[src/rtl/axil_master_if.sv]
// Command/response port plus AXI-Lite master bus for axil_master.
// Signal directions in the master modport are as seen by the master.
interface axil_master_if #(
    parameter int CFGAW = 32,
    parameter int CFGDW = 32
);
    logic               cmd_valid;
    logic               cmd_ready;
    logic               cmd_we;
    logic [CFGAW-1:0]   cmd_addr;
    logic [CFGDW-1:0]   cmd_wdata;

    logic               rsp_valid;
    logic               rsp_ready;
    logic               rsp_we;
    logic [CFGDW-1:0]   rsp_data;
    logic [1:0]         rsp_resp;

    logic [CFGAW-1:0]   m_axil_awaddr;
    logic               m_axil_awvalid;
    logic               m_axil_awready;
    logic [CFGDW-1:0]   m_axil_wdata;
    logic [CFGDW/8-1:0] m_axil_wstrb;
    logic               m_axil_wvalid;
    logic               m_axil_wready;
    logic [1:0]         m_axil_bresp;
    logic               m_axil_bvalid;
    logic               m_axil_bready;
    logic [CFGAW-1:0]   m_axil_araddr;
    logic               m_axil_arvalid;
    logic               m_axil_arready;
    logic [CFGDW-1:0]   m_axil_rdata;
    logic [1:0]         m_axil_rresp;
    logic               m_axil_rvalid;
    logic               m_axil_rready;

    modport master (
        input  cmd_valid, cmd_we, cmd_addr, cmd_wdata,
        output cmd_ready,
        output rsp_valid, rsp_we, rsp_data, rsp_resp,
        input  rsp_ready,
        output m_axil_awaddr, m_axil_awvalid,
        input  m_axil_awready,
        output m_axil_wdata, m_axil_wstrb, m_axil_wvalid,
        input  m_axil_wready,
        input  m_axil_bresp, m_axil_bvalid,
        output m_axil_bready,
        output m_axil_araddr, m_axil_arvalid,
        input  m_axil_arready,
        input  m_axil_rdata, m_axil_rresp, m_axil_rvalid,
        output m_axil_rready
    );

    modport slave (
        output cmd_valid, cmd_we, cmd_addr, cmd_wdata,
        input  cmd_ready,
        input  rsp_valid, rsp_we, rsp_data, rsp_resp,
        output rsp_ready,
        input  m_axil_awaddr, m_axil_awvalid,
        output m_axil_awready,
        input  m_axil_wdata, m_axil_wstrb, m_axil_wvalid,
        output m_axil_wready,
        output m_axil_bresp, m_axil_bvalid,
        input  m_axil_bready,
        input  m_axil_araddr, m_axil_arvalid,
        output m_axil_arready,
        output m_axil_rdata, m_axil_rresp, m_axil_rvalid,
        input  m_axil_rready
    );
endinterface

[src/rtl/axil_master.sv]
// Single-outstanding AXI-Lite master: one command in, one AXI-Lite
// transaction out, one response back.
module axil_master #(
    parameter int CFGAW = 32,
    parameter int CFGDW = 32
) (
    input logic           clk,
    input logic           rst,
    axil_master_if.master bus
);

    typedef enum logic [2:0] {
        IDLE,
        WR_ADDR,
        WR_RESP,
        RD_ADDR,
        RD_DATA,
        RSP
    } state_t;

    state_t           state_q;
    state_t           state_d;

    logic             aw_done_q;
    logic             w_done_q;
    logic [CFGAW-1:0] addr_q;
    logic [CFGDW-1:0] wdata_q;
    logic             we_q;
    logic [CFGDW-1:0] rsp_data_q;
    logic [1:0]       rsp_resp_q;

    logic             cmd_hs;
    logic             aw_hs;
    logic             w_hs;
    logic             b_hs;
    logic             ar_hs;
    logic             r_hs;
    logic             rsp_hs;
    logic             aw_fin;
    logic             w_fin;

    assign cmd_hs = bus.cmd_valid && bus.cmd_ready;
    assign aw_hs  = bus.m_axil_awvalid && bus.m_axil_awready;
    assign w_hs   = bus.m_axil_wvalid && bus.m_axil_wready;
    assign b_hs   = bus.m_axil_bvalid && bus.m_axil_bready;
    assign ar_hs  = bus.m_axil_arvalid && bus.m_axil_arready;
    assign r_hs   = bus.m_axil_rvalid && bus.m_axil_rready;
    assign rsp_hs = bus.rsp_valid && bus.rsp_ready;

    // A channel counts as finished once it handshook earlier or does now.
    assign aw_fin = aw_done_q || aw_hs;
    assign w_fin  = w_done_q || w_hs;

    // Ready is gated by reset so it stays low while reset is held.
    assign bus.cmd_ready      = (state_q == IDLE) && rst;

    assign bus.m_axil_awvalid = (state_q == WR_ADDR) && !aw_done_q;
    assign bus.m_axil_wvalid  = (state_q == WR_ADDR) && !w_done_q;
    assign bus.m_axil_bready  = (state_q == WR_RESP);
    assign bus.m_axil_arvalid = (state_q == RD_ADDR);
    assign bus.m_axil_rready  = (state_q == RD_DATA);

    assign bus.m_axil_awaddr  = addr_q;
    assign bus.m_axil_araddr  = addr_q;
    assign bus.m_axil_wdata   = wdata_q;
    assign bus.m_axil_wstrb   = '1;

    assign bus.rsp_valid      = (state_q == RSP);
    assign bus.rsp_we         = we_q;
    assign bus.rsp_data       = rsp_data_q;
    assign bus.rsp_resp       = rsp_resp_q;

    // Next-state decode for the transaction sequencer.
    always_comb begin
        state_d = state_q;
        unique case (state_q)
            IDLE: begin
                if (cmd_hs) begin
                    state_d = bus.cmd_we ? WR_ADDR : RD_ADDR;
                end
            end
            WR_ADDR: begin
                if (aw_fin && w_fin) begin
                    state_d = WR_RESP;
                end
            end
            WR_RESP: begin
                if (b_hs) begin
                    state_d = RSP;
                end
            end
            RD_ADDR: begin
                if (ar_hs) begin
                    state_d = RD_DATA;
                end
            end
            RD_DATA: begin
                if (r_hs) begin
                    state_d = RSP;
                end
            end
            RSP: begin
                if (rsp_hs) begin
                    state_d = IDLE;
                end
            end
            default: state_d = IDLE;
        endcase
    end

    // State register; reset abandons any transaction in flight.
    always_ff @(posedge clk or negedge rst) begin
        if (!rst) begin
            state_q <= IDLE;
        end else begin
            state_q <= state_d;
        end
    end

    // Capture the command so the bus sees stable address/data.
    always_ff @(posedge clk or negedge rst) begin
        if (!rst) begin
            addr_q  <= '0;
            wdata_q <= '0;
            we_q    <= 1'b0;
        end else if (cmd_hs) begin
            addr_q  <= bus.cmd_addr;
            wdata_q <= bus.cmd_wdata;
            we_q    <= bus.cmd_we;
        end
    end

    // Track AW and W independently so each valid drops on its own.
    always_ff @(posedge clk or negedge rst) begin
        if (!rst) begin
            aw_done_q <= 1'b0;
            w_done_q  <= 1'b0;
        end else if (state_d != WR_ADDR) begin
            aw_done_q <= 1'b0;
            w_done_q  <= 1'b0;
        end else begin
            aw_done_q <= aw_fin;
            w_done_q  <= w_fin;
        end
    end

    // Latch the B or R result for the response port.
    always_ff @(posedge clk or negedge rst) begin
        if (!rst) begin
            rsp_data_q <= '0;
            rsp_resp_q <= 2'b00;
        end else if (b_hs) begin
            rsp_data_q <= '0;
            rsp_resp_q <= bus.m_axil_bresp;
        end else if (r_hs) begin
            rsp_data_q <= bus.m_axil_rdata;
            rsp_resp_q <= bus.m_axil_rresp;
        end
    end

endmodule

[src/flat_wrapper.sv]
// flat-port wrapper written by rule: the top's interface ports become plain ports
module axil_master_flat 
#(
    parameter int CFGAW = 32,
    parameter int CFGDW = 32
)
  (clk, rst, bus_cmd_valid, bus_cmd_we, bus_cmd_addr, bus_cmd_wdata, bus_cmd_ready, bus_rsp_valid, bus_rsp_we, bus_rsp_data, bus_rsp_resp, bus_rsp_ready, bus_m_axil_awaddr, bus_m_axil_awvalid, bus_m_axil_awready, bus_m_axil_wdata, bus_m_axil_wstrb, bus_m_axil_wvalid, bus_m_axil_wready, bus_m_axil_bresp, bus_m_axil_bvalid, bus_m_axil_bready, bus_m_axil_araddr, bus_m_axil_arvalid, bus_m_axil_arready, bus_m_axil_rdata, bus_m_axil_rresp, bus_m_axil_rvalid, bus_m_axil_rready);
  axil_master_if #(.CFGAW(CFGAW), .CFGDW(CFGDW)) bus_i ();
  input logic clk;
  input logic rst;
  input wire logic [$bits(bus_i.cmd_valid)-1:0] bus_cmd_valid;
  input wire logic [$bits(bus_i.cmd_we)-1:0] bus_cmd_we;
  input wire logic [$bits(bus_i.cmd_addr)-1:0] bus_cmd_addr;
  input wire logic [$bits(bus_i.cmd_wdata)-1:0] bus_cmd_wdata;
  output wire logic [$bits(bus_i.cmd_ready)-1:0] bus_cmd_ready;
  output wire logic [$bits(bus_i.rsp_valid)-1:0] bus_rsp_valid;
  output wire logic [$bits(bus_i.rsp_we)-1:0] bus_rsp_we;
  output wire logic [$bits(bus_i.rsp_data)-1:0] bus_rsp_data;
  output wire logic [$bits(bus_i.rsp_resp)-1:0] bus_rsp_resp;
  input wire logic [$bits(bus_i.rsp_ready)-1:0] bus_rsp_ready;
  output wire logic [$bits(bus_i.m_axil_awaddr)-1:0] bus_m_axil_awaddr;
  output wire logic [$bits(bus_i.m_axil_awvalid)-1:0] bus_m_axil_awvalid;
  input wire logic [$bits(bus_i.m_axil_awready)-1:0] bus_m_axil_awready;
  output wire logic [$bits(bus_i.m_axil_wdata)-1:0] bus_m_axil_wdata;
  output wire logic [$bits(bus_i.m_axil_wstrb)-1:0] bus_m_axil_wstrb;
  output wire logic [$bits(bus_i.m_axil_wvalid)-1:0] bus_m_axil_wvalid;
  input wire logic [$bits(bus_i.m_axil_wready)-1:0] bus_m_axil_wready;
  input wire logic [$bits(bus_i.m_axil_bresp)-1:0] bus_m_axil_bresp;
  input wire logic [$bits(bus_i.m_axil_bvalid)-1:0] bus_m_axil_bvalid;
  output wire logic [$bits(bus_i.m_axil_bready)-1:0] bus_m_axil_bready;
  output wire logic [$bits(bus_i.m_axil_araddr)-1:0] bus_m_axil_araddr;
  output wire logic [$bits(bus_i.m_axil_arvalid)-1:0] bus_m_axil_arvalid;
  input wire logic [$bits(bus_i.m_axil_arready)-1:0] bus_m_axil_arready;
  input wire logic [$bits(bus_i.m_axil_rdata)-1:0] bus_m_axil_rdata;
  input wire logic [$bits(bus_i.m_axil_rresp)-1:0] bus_m_axil_rresp;
  input wire logic [$bits(bus_i.m_axil_rvalid)-1:0] bus_m_axil_rvalid;
  output wire logic [$bits(bus_i.m_axil_rready)-1:0] bus_m_axil_rready;
  assign bus_i.cmd_valid = bus_cmd_valid;
  assign bus_i.cmd_we = bus_cmd_we;
  assign bus_i.cmd_addr = bus_cmd_addr;
  assign bus_i.cmd_wdata = bus_cmd_wdata;
  assign bus_cmd_ready = bus_i.cmd_ready;
  assign bus_rsp_valid = bus_i.rsp_valid;
  assign bus_rsp_we = bus_i.rsp_we;
  assign bus_rsp_data = bus_i.rsp_data;
  assign bus_rsp_resp = bus_i.rsp_resp;
  assign bus_i.rsp_ready = bus_rsp_ready;
  assign bus_m_axil_awaddr = bus_i.m_axil_awaddr;
  assign bus_m_axil_awvalid = bus_i.m_axil_awvalid;
  assign bus_i.m_axil_awready = bus_m_axil_awready;
  assign bus_m_axil_wdata = bus_i.m_axil_wdata;
  assign bus_m_axil_wstrb = bus_i.m_axil_wstrb;
  assign bus_m_axil_wvalid = bus_i.m_axil_wvalid;
  assign bus_i.m_axil_wready = bus_m_axil_wready;
  assign bus_i.m_axil_bresp = bus_m_axil_bresp;
  assign bus_i.m_axil_bvalid = bus_m_axil_bvalid;
  assign bus_m_axil_bready = bus_i.m_axil_bready;
  assign bus_m_axil_araddr = bus_i.m_axil_araddr;
  assign bus_m_axil_arvalid = bus_i.m_axil_arvalid;
  assign bus_i.m_axil_arready = bus_m_axil_arready;
  assign bus_i.m_axil_rdata = bus_m_axil_rdata;
  assign bus_i.m_axil_rresp = bus_m_axil_rresp;
  assign bus_i.m_axil_rvalid = bus_m_axil_rvalid;
  assign bus_m_axil_rready = bus_i.m_axil_rready;
  axil_master #(.CFGAW(CFGAW), .CFGDW(CFGDW)) u_core (.clk(clk), .rst(rst), .bus(bus_i));
endmodule
[config.mk]
export PLATFORM = sky130hd
export DESIGN_NAME = axil_master_flat
export DESIGN_NICKNAME = d
export VERILOG_FILES = /design/src/rtl/axil_master_if.sv /design/src/rtl/axil_master.sv /design/src/flat_wrapper.sv
export SDC_FILE = /design/constraint.sdc
export NUM_CORES = 1
export LEC_CHECK = 0
export ABC_AREA = 1
export ABC_CLOCK_PERIOD_IN_PS = 2100
export BUFFER_PORTS_ARGS = -buffer_cell sky130_fd_sc_hd__buf_2
export CORE_UTILIZATION = 24
export CTS_CLUSTER_DIAMETER = 120
export DETAILED_ROUTE_END_ITERATION = 10
export PLACE_DENSITY = 0.58
export SETUP_SLACK_MARGIN = 0.5
export SYNTH_ARGS = -nofsm -noshare
export SYNTH_HDL_FRONTEND = slang
export SYNTH_SLANG_ARGS = --single-unit
[constraint.sdc]
create_clock -name clk -period 2.1 [get_ports clk]
set_clock_uncertainty 0.15 [all_clocks]
set_input_delay 0.105 -clock clk [delete_from_list [all_inputs] [get_ports clk]]
set_output_delay 0.105 -clock clk [all_outputs]
set_load 0.02 [all_outputs]
After elaboration in Yosys (flattened, before gate mapping) --
Cells that the tools add are included.
Storage, ports and cells: flip-flop bits (word level) 104, bits of input ports 110
Cells by class: equal/unequal tests 6, multiplexer cells 14, reductions and logical operators 17
Operator list (number):
- two-way mux 32 bit | 2
- two-way mux 3 bit | 6
- one-hot mux 3 bit (6 select lines) | 1
- logical AND 1 bit | 11
- equality test 3 x 2 -> 1 bit, second input constant | 2
- equality test 3 bit, second input constant | 2
- two-way mux 2 bit | 3
- equality test 3 x 1 -> 1 bit, second input constant | 1
- logical NOT 3 bit | 1
- inequality test 3 x 1 -> 1 bit, second input constant | 1
- logical NOT 1 bit | 2
- logical OR 1 bit | 2
- two-way mux 1 bit | 2
- nonzero test 2 bit | 1

Longest topological paths before layout --
Gate-level depths: netlist of run 1.
word-level depth 9, depth in mapped cells 11, mapped depth without buffers 10

Least setup slack after synthesis of run 1 --
Ideal clock, no wire load.
path type flip-flop to flip-flop, start point register u_core.state_q[0], end point register u_core.wdata_q[10], in the netlist u_core.bus.m_axil_wdata[10], setup time 125 ps, arrival time 1285 ps, required time 1825 ps, path slack 540 ps, cell stages (with the launch flop) 6, path through dfrtp_1 -> nor2_2 -> nand3_2 -> buf_6 -> buf_6 -> mux2_4
Between the ends: longest elaborated chain between the ends 3
RTL lines:
- from (decl) | RTL line axil_master.sv:21 | state_t state_q;
- from (signal assigned) | RTL line axil_master.sv:116 | state_q <= state_d;
- logical NOT 3 bit | RTL line axil_master.sv:55 | assign bus.cmd_ready = (state_q == IDLE) && rst;
- logical AND 1 bit | RTL line axil_master.sv:55
- logical AND 1 bit | RTL line axil_master.sv:42 | assign cmd_hs = bus.cmd_valid && bus.cmd_ready;
- to (signal assigned) | RTL line axil_master.sv:128 | wdata_q <= bus.cmd_wdata;
- to (decl) | RTL line axil_master.sv:27 | logic [CFGDW-1:0] wdata_q;
No other way between the ends. A chain may end at the register's enable or synchronous reset.

Worst setup path after layout of run 1 --
start point register u_core.state_q[2], end point register u_core.wdata_q[19], in the netlist u_core.bus.m_axil_wdata[19]
The elaborated chain is that of the path after synthesis.

==> metrics.cfg, run 1 <==
[run_status]
outcome = finished with violations
violations = DRC

[die]
die_h_um = 139
std_cell_rows = 49
die_w_um = 139
die_area_um2 = 19200
coreArea_um2 = 18100
io_pins = 252
initial_core_util_pct = 24.7

[route]
drc = 24
totalWireLength_um = 13200
via_per_inst = 4.09
drtAntennaViolNets = 0
wire_per_inst_um = 13.9
firstDrtPassIters = 10
dr.first_iter.drc_count = 143
via_count = 3888

[sta]
setup_viol = 0
rsz0062_at_grt = yes
relSlewSlack_pct = 63.5
hold_viol_final = 0
max_slew.worst_pin.slew_ns = 0.547
fmax_ghz = 0.609
fin_crit_sh_pct = 78.2
slew_viol_final = 0
setup_tns_ns = 0
fin_crit_ns = 1.64

[yosys]
synth.ff_latch_count = 104
synth_compound_area_share_pct = 0.587
synth.yosys.seq_area_share_pct = 58.1
yosys_warnings = 0
synthAdderAreaFrac_pct = 0
syn_inst = 379
synth_mux_area_share_pct = 18.5
synth-simple-area-share_pct = 13.2
synth-xor-area-share_pct = 0
synth_cell_types = 23
postSynthAreaPerCell_um2 = 11.8
synth_top_family_by_area = multiplexers
netlist_area_um2 = 4480

[global_routing]
grt_first_pass_wirelength_um = 20000
gr-usage-all-layers_pct = 13.3
gr-total-overflow = 0
antenna_found_initial = 0
grt_max_degree = 105
grt_pass1_vias = 3926

[job]
drv_cap = 0

[cts]
cts-root-buf = clkbuf_16
clock_path_buffers = 2
clk_pin_slew_worst_paths_ns = 0.07
clk_latency_ns = 0.35
cts.sinks = 104
cts_buffers = 9
cts.htree.levels = 3
cts_tree = built

[placement]
dp_hpwl_um = 8240
portBuffers = 247
gp_congestion = 0.702
placed_cell_area_um2 = 5730

[critical_path]
start_kind = register
worstPathMaxFanout = 9
required_ns = 2.18
path_class = register to register
crit_arrival_ns = 1.72
end_kind = register

[finish]
stdcell_area_um2 = 7460
final_common_cell = buf_2
drive_gt1_share_pct = 51.1
final_util_pct = 41.1
layout_common_cells = 241 x buf_2, 106 x dlygate4sd3_1, 101 x dfrtp_1
area.growth.synth_to_final_pct = 66.6
n_antenna_cell = 0
fin_nets = 827
n_fill_cell = 1746

[power_and_ir_drop]
power_density_nw_per_um2 = 1480
total_power_mw = 11.0
p_leak_nw = 3.97
peakVddDrop_uv = 604

[worst_hold_path]
hold_class = input port to register

[report_power, final]
group / internal (mW) / switching, mW / total [mW]
Sequential: 3.01 / 0.633 / 3.64
Clock: 1.05 / 0.752 / 1.80
Combinational: 2.38 / 3.19 / 5.57
Total: 6.43 / 4.58 / 11.0
[worst paths after layout]
path	depth (start not counted)	slack (ns)	startpoint	endpoint
setup / recovery	5	0.46	u_core.state_q[2]	u_core.bus.m_axil_wdata[19]
hold / removal	3	0.04	bus_m_axil_bvalid	u_core.state_q[2]
setup reg to reg	5	0.46	u_core.state_q[2]	u_core.bus.m_axil_wdata[19]
hold reg to reg	2	0.34	u_core.bus.rsp_data[26]	u_core.bus.rsp_data[26]
max in group asynchronous	3	1.07	rst	u_core.state_q[0]
min in group asynchronous	3	0.30	rst	u_core.bus.m_axil_wdata[16]
[Yosys cell counts, drive strengths merged]
| master | instances | area (um2) |
|---|---|---|
| buf | 50 | 364 |
| conb | 1 | 3.75 |
| o221ai | 1 | 8.76 |
| nor2 | 18 | 70.1 |
| inv | 14 | 52.6 |
| dfrtp | 104 | 2600 |
| mux2 | 64 | 830 |
| nand3 | 35 | 185 |
| a21oi | 1 | 5.00 |
| nand2 | 83 | 314 |
| nand4 | 1 | 6.26 |
| nor4 | 1 | 6.26 |
| o22ai | 2 | 12.5 |
| clkbuf | 3 | 11.3 |
| nand3b | 1 | 7.51 |
[area by class of cell]
type,count,area [um2],area share (%)
inverter,14,55.1,0.738
sequential,104,2610,34.9
tap,229,287,3.84
clock buffer,11,233,3.12
timing repair buffer,377,2680,35.9
clock inverter,5,81.3,1.09
multi-input combinational,211,1520,20.4
[flip-flops by register name, indices dropped and copies added (netlist names)]
| name | count |
|---|---|
| u_core.aw_done_q | 1 |
| u_core.bus.m_axil_araddr | 32 |
| u_core.bus.m_axil_wdata | 32 |
| u_core.bus.rsp_data | 32 |
| u_core.bus.rsp_resp | 2 |
| u_core.bus.rsp_we | 1 |
| u_core.state_q | 3 |
| u_core.w_done_q | 1 |
[layer usage]
metal / track usage, % / part of all wire [%] / vias up
met5: 0 / 0 / -
met4: 7.25 / 3.5 / 0
met3: 4.04 / 8.5 / 28
met2: 22.6 / 49 / 185
met1: 15.1 / 39 / 1803
li1: - / - / 1872
[per-stage QoR]
| step | hold WS (ns) | worst slack [ns] | instances |
|---|---|---|---|
| 2_1_floorplan | -0.341 | 0.540 | 382 |
| 3_3_place_gp | 0.130 | 0.402 | 813 |
| 3_5_place_dp | 0.126 | 0.384 | 813 |
| 4_1_cts | 0.0524 | 0.474 | 937 |
| 5_1_grt | 0.0357 | 0.407 | 951 |
| 6_report | 0.0385 | 0.458 | 951 |
[kinds of logic after synthesis]
kind of cell,Yosys count
buffers and inverters,67
muxes,64
and+or+nand+nor,139
AOI/OAI and AO/OA,4
other,1
DFF,104
[worst max-delay path: stages, from the launching register on]
cell       delay, ns
dfrtp_2         0.46
nor2_4          0.18
nand3_4         0.10
buf_12          0.17
clkbuf_16       0.17
mux2_4          0.30
[repair_timing]
item | in CTS | in global routing
pin swaps | 1 | 10
setup endpoints to repair | 75 | 74
setup buffers | 2 | 8
gates cloned | 0 | 6
gates resized for setup | 21 | 14
hold buffers | 106 | 0
hold endpoints to repair | 207 | 0
Note: power is estimated with default switching activity, not from simulation.
==> run 2, diff against run 1 <==
--- a/config.mk
+++ b/config.mk
@@ -5,13 +5,13 @@
 export SDC_FILE = /design/constraint.sdc
 export NUM_CORES = 1
 export LEC_CHECK = 0
-export ABC_AREA = 1
-export ABC_CLOCK_PERIOD_IN_PS = 2100
+export ABC_AREA = 0
+export ABC_CLOCK_PERIOD_IN_PS = 1500
 export BUFFER_PORTS_ARGS = -buffer_cell sky130_fd_sc_hd__buf_2
 export CORE_UTILIZATION = 24
 export CTS_CLUSTER_DIAMETER = 120
 export DETAILED_ROUTE_END_ITERATION = 10
-export PLACE_DENSITY = 0.58
+export PLACE_DENSITY = 0.6
 export SETUP_SLACK_MARGIN = 0.5
 export SYNTH_ARGS = -nofsm -noshare
 export SYNTH_HDL_FRONTEND = slang
==> constraint.sdc (replaced) <==
create_clock -name clk -period 1.5 [get_ports clk]
set_clock_uncertainty 0.15 [all_clocks]
set_input_delay 0.075 -clock clk [delete_from_list [all_inputs] [get_ports clk]]
set_output_delay 0.075 -clock clk [all_outputs]
set_load 0.02 [all_outputs]
==> metrics.cfg, run 2 <==
[sta]
hold_viol_final = 1  ; was 0
rsz0062_at_grt = yes  ; unchanged
fin_hold_ws_ns = -0.0318  ; was 0.0385 ns
fmax_ghz = 0.541  ; was 0.609 GHz
slew_viol_final = 0  ; unchanged
setup_tns_ns = -29.54  ; was 0 ns
fin_crit_ns = 1.85  ; was 1.64 ns
fin_crit_sh_pct = 123  ; was 78.2%
timing.final.ws_setup_ns = -0.350  ; was 0.458 ns
setup_viol = 109  ; was 0

[finish]
layout_common_cells = 180 x buf_2, 105 x dlygate4sd3_1, 102 x dfrtp_1  ; was 241 x buf_2, 106 x dlygate4sd3_1, 101 x dfrtp_1
area.growth.synth_to_final_pct = 85.8  ; was 66.6%
stdcell_area_um2 = 8190  ; was 7460 um2
drive_gt1_share_pct = 55.8  ; was 51.1%
fin_nets = 836  ; was 827
layout.cells.non_filler = 961  ; was 951
final_util_pct = 45.6  ; was 41.1%
final_common_cell = buf_2  ; unchanged

[route]
firstDrtPassIters = 4  ; was 10
wire_per_inst_um = 16.0  ; was 13.9 um
drc = 0  ; was 24
dr.first_iter.drc_count = 106  ; was 143
via_count = 4076  ; was 3888
via_per_inst = 4.24  ; was 4.09
totalWireLength_um = 15400  ; was 13200 um
drtAntennaViolNets = 0  ; unchanged

[yosys]
syn_inst = 365  ; was 379
synth.yosys.seq_area_share_pct = 59.0  ; was 58.1%
synth_most_common_cell = dfrtp_1  ; unchanged
netlist.area_leader.share_pct = 59.0  ; was 58.1%
yosys-top-cells-area = dfrtp_1 59%, mux2_2 16%, buf_4 6.6%  ; was dfrtp_1 58%, mux2_4 9.7%, mux2_2 8.8%
ys_top_cells_by_count = 104 x dfrtp_1, 69 x nand2_1, 61 x mux2_2, 39 x buf_4, 33 x o21ai_0  ; was 104 x dfrtp_1, 82 x nand2_1, 36 x buf_4, 35 x mux2_2, 33 x nand3_1
synth.ff_latch_count = 104  ; unchanged
netlist_area_um2 = 4410  ; was 4480 um2
synth_largest_area_cell = dfrtp_1  ; unchanged
synth_edf_count = 0  ; unchanged
async_flop_share_pct = 100  ; unchanged
synth_cell_types = 29  ; was 23
ys.flop_type = dfrtp_1  ; unchanged
yosys_warnings = 0  ; unchanged
postSynthAreaPerCell_um2 = 12.1  ; was 11.8 um2

[power_and_ir_drop]
switching_power_mw = 6.57  ; was 4.58 mW
p_clk_share_pct = 16.4  ; was 16.3%
power_density_nw_per_um2 = 2050  ; was 1480 nW/um2
p_int_mw = 10.2  ; was 6.43 mW
pwr-share-seq_pct = 29.9  ; was 33.1%
peakVddDrop_uv = 1020  ; was 604 uV
combPwrFrac_pct = 53.7  ; was 50.6%
p_leak_nw = 3.98  ; was 3.97 nW
netSwitchingFraction_pct = 39.1  ; was 41.6%

[job]
drv_cap = 0  ; unchanged

[critical_path]
cpMaxStageDelayCell = dfrtp_2  ; unchanged
crit_buf_inv = 2  ; unchanged
path_delay_family = simple AND/OR/NAND/NOR gates  ; was flip-flops
end_kind = register  ; unchanged
path_class = register to register  ; unchanged
required_ns = 1.58  ; was 2.18 ns
start_kind = register  ; unchanged
crit_arrival_ns = 1.93  ; was 1.72 ns
cp_slowest_stage_delay_ns = 0.44  ; was 0.46 ns
worstPathMaxFanout = 22  ; was 9
worstPathCellList = buf_4 -> nor4b_4 -> nand2_4 -> buf_16 -> mux2_2  ; was nor2_4 -> nand3_4 -> buf_12 -> clkbuf_16 -> mux2_4

[global_routing]
antenna_found_initial = 3  ; was 0
gr-total-overflow = 0  ; unchanged
grt_first_pass_wirelength_um = 18800  ; was 20000 um
gr-usage-all-layers_pct = 13.1  ; was 13.3%
grt_pass1_vias = 3807  ; was 3926
grt_max_degree = 65  ; was 105

[worst_hold_path]
hold_class = input port to register  ; unchanged

[die]
coreArea_um2 = 18000  ; was 18100 um2
die_w_um = 138  ; was 139 um
initial_core_util_pct = 24.5  ; was 24.7%
std_cell_rows = 49  ; unchanged
io_pins = 252  ; unchanged
die_area_um2 = 18900  ; was 19200 um2
die_h_um = 138  ; was 139 um

[placement]
dp.cells = 810  ; was 813
gp_congestion = 0.745  ; was 0.702
dp_hpwl_um = 8150  ; was 8240 um
portBuffers = 247  ; unchanged
placed_cell_area_um2 = 5820  ; was 5730 um2

[cts]
cts_buffers = 9  ; unchanged
cts.htree.levels = 3  ; unchanged
clk_latency_ns = 0.35  ; about the same
cts-root-buf = clkbuf_16  ; unchanged
clk_pin_slew_worst_paths_ns = 0.07  ; about the same
cts_tree = built  ; unchanged
clock_path_buffers = 2  ; unchanged
cts.sinks = 104  ; unchanged
hold_buffers = 105  ; was 106

[run_status]
outcome = finished with violations  ; unchanged
violations = hold timing, setup timing  ; was DRC

[run 2: cell count changes in the layout (fill, tap and decap cells not counted), sizes merged, moves of 3 or more]
cell / previous run / this run
nand3: 35 / 0
o21ai: 0 / 33
buf: 266 / 292
nand2: 83 / 69
nor2: 18 / 5
inv: 14 / 3
a21oi: 1 / 4
nand2b: 0 / 3
[run 2: timing repair]
| item | CTS | global route |
|---|---|---|
| setup endpoints to repair | 242 | 340 |
| endpoints found under the hold margin | 207 | 1 |
| cloned | 0 | 14 |
| pin swaps | 5 | 3 |
| buffers inserted | 5 | 10 |
| gates resized for setup | 83 | 106 |
[run 2: tightest hold or removal path, cell delays in order]
cell and delay [ns]:
buf_2 0.09, nand2_1 0.05, nand2_1 0.11, o22ai_4 0.09
[run 2: cell type report]
| class | instances | area [um2] |
|---|---|---|
| fillers | 1615 | 9770 |
| repair buffers | 404 | 3370 |
| flip-flops and latches | 104 | 2610 |
| multi-input cells | 204 | 1570 |
| well taps | 229 | 287 |
| clock buffers | 10 | 239 |
| clock inverters | 5 | 105 |
| inverters | 3 | 11.3 |
| diodes | 2 | 5.00 |
[run 2: cells by family (layout without fill, tap and decap cells)]
group / Yosys count / in the layout / synth area share [%]
multiplexers: 66 / 66 / 16.8
AND/OR/NAND/NOR: 90 / 90 / 9.23
other: 1 / 6 / 0.0851
buffers and inverters: 60 / 422 / 9.54
AO/OA/AOI/OAI: 44 / 44 / 5.28
flip-flops: 104 / 104 / 59.0
[run 2: power by group through the flow]
| stage | Combinational (mW) | Sequential (mW) | Clock [mW] |
|---|---|---|---|
| 2_1_floorplan | 3.38 | 6.36 | 0 |
| 3_3_place_gp | 6.76 | 4.84 | 0 |
| 3_5_place_dp | 6.81 | 4.87 | 0 |
| 4_1_cts | 7.76 | 4.91 | 2.84 |
| 5_1_grt | 9.57 | 5.20 | 2.95 |
| 6_report | 9.03 | 5.03 | 2.75 |
[run 2: per-stage QoR]
step	power, mW	worst slack [ns]
floorplan	9.73	-0.420
global placement	11.6	-0.210
detailed placement	11.7	-0.257
CTS	15.5	-0.385
global route	17.7	-0.417
finish	16.8	-0.350
[run 2: worst paths after layout]
| check | depth (start not counted) | start | slack [ns] | end |
|---|---|---|---|---|
| setup / recovery | 5 | u_core.state_q[1] | -0.35 | u_core.bus.m_axil_araddr[29] |
| hold / removal | 4 | bus_rsp_ready | -0.03 | u_core.state_q[2] |
| setup reg to reg | 5 | u_core.state_q[1] | -0.35 | u_core.bus.m_axil_araddr[29] |
| hold reg to reg | 1 | u_core.bus.m_axil_wdata[30] | 0.35 | u_core.bus.m_axil_wdata[30] |
| max in group asynchronous | 4 | rst | 0.48 | u_core.bus.rsp_data[27] |
| min in group asynchronous | 3 | rst | 0.16 | u_core.bus.rsp_data[7] |
[run 2: per-layer routing]
layer	share of wire (%)	GRT usage (%)	vias to the layer above
met2	53	23.4	179
met3	8.2	5.78	15
met4	0.86	2.93	4
met5	0.14	0	-
met1	38	14.3	1963
li1	-	-	1915
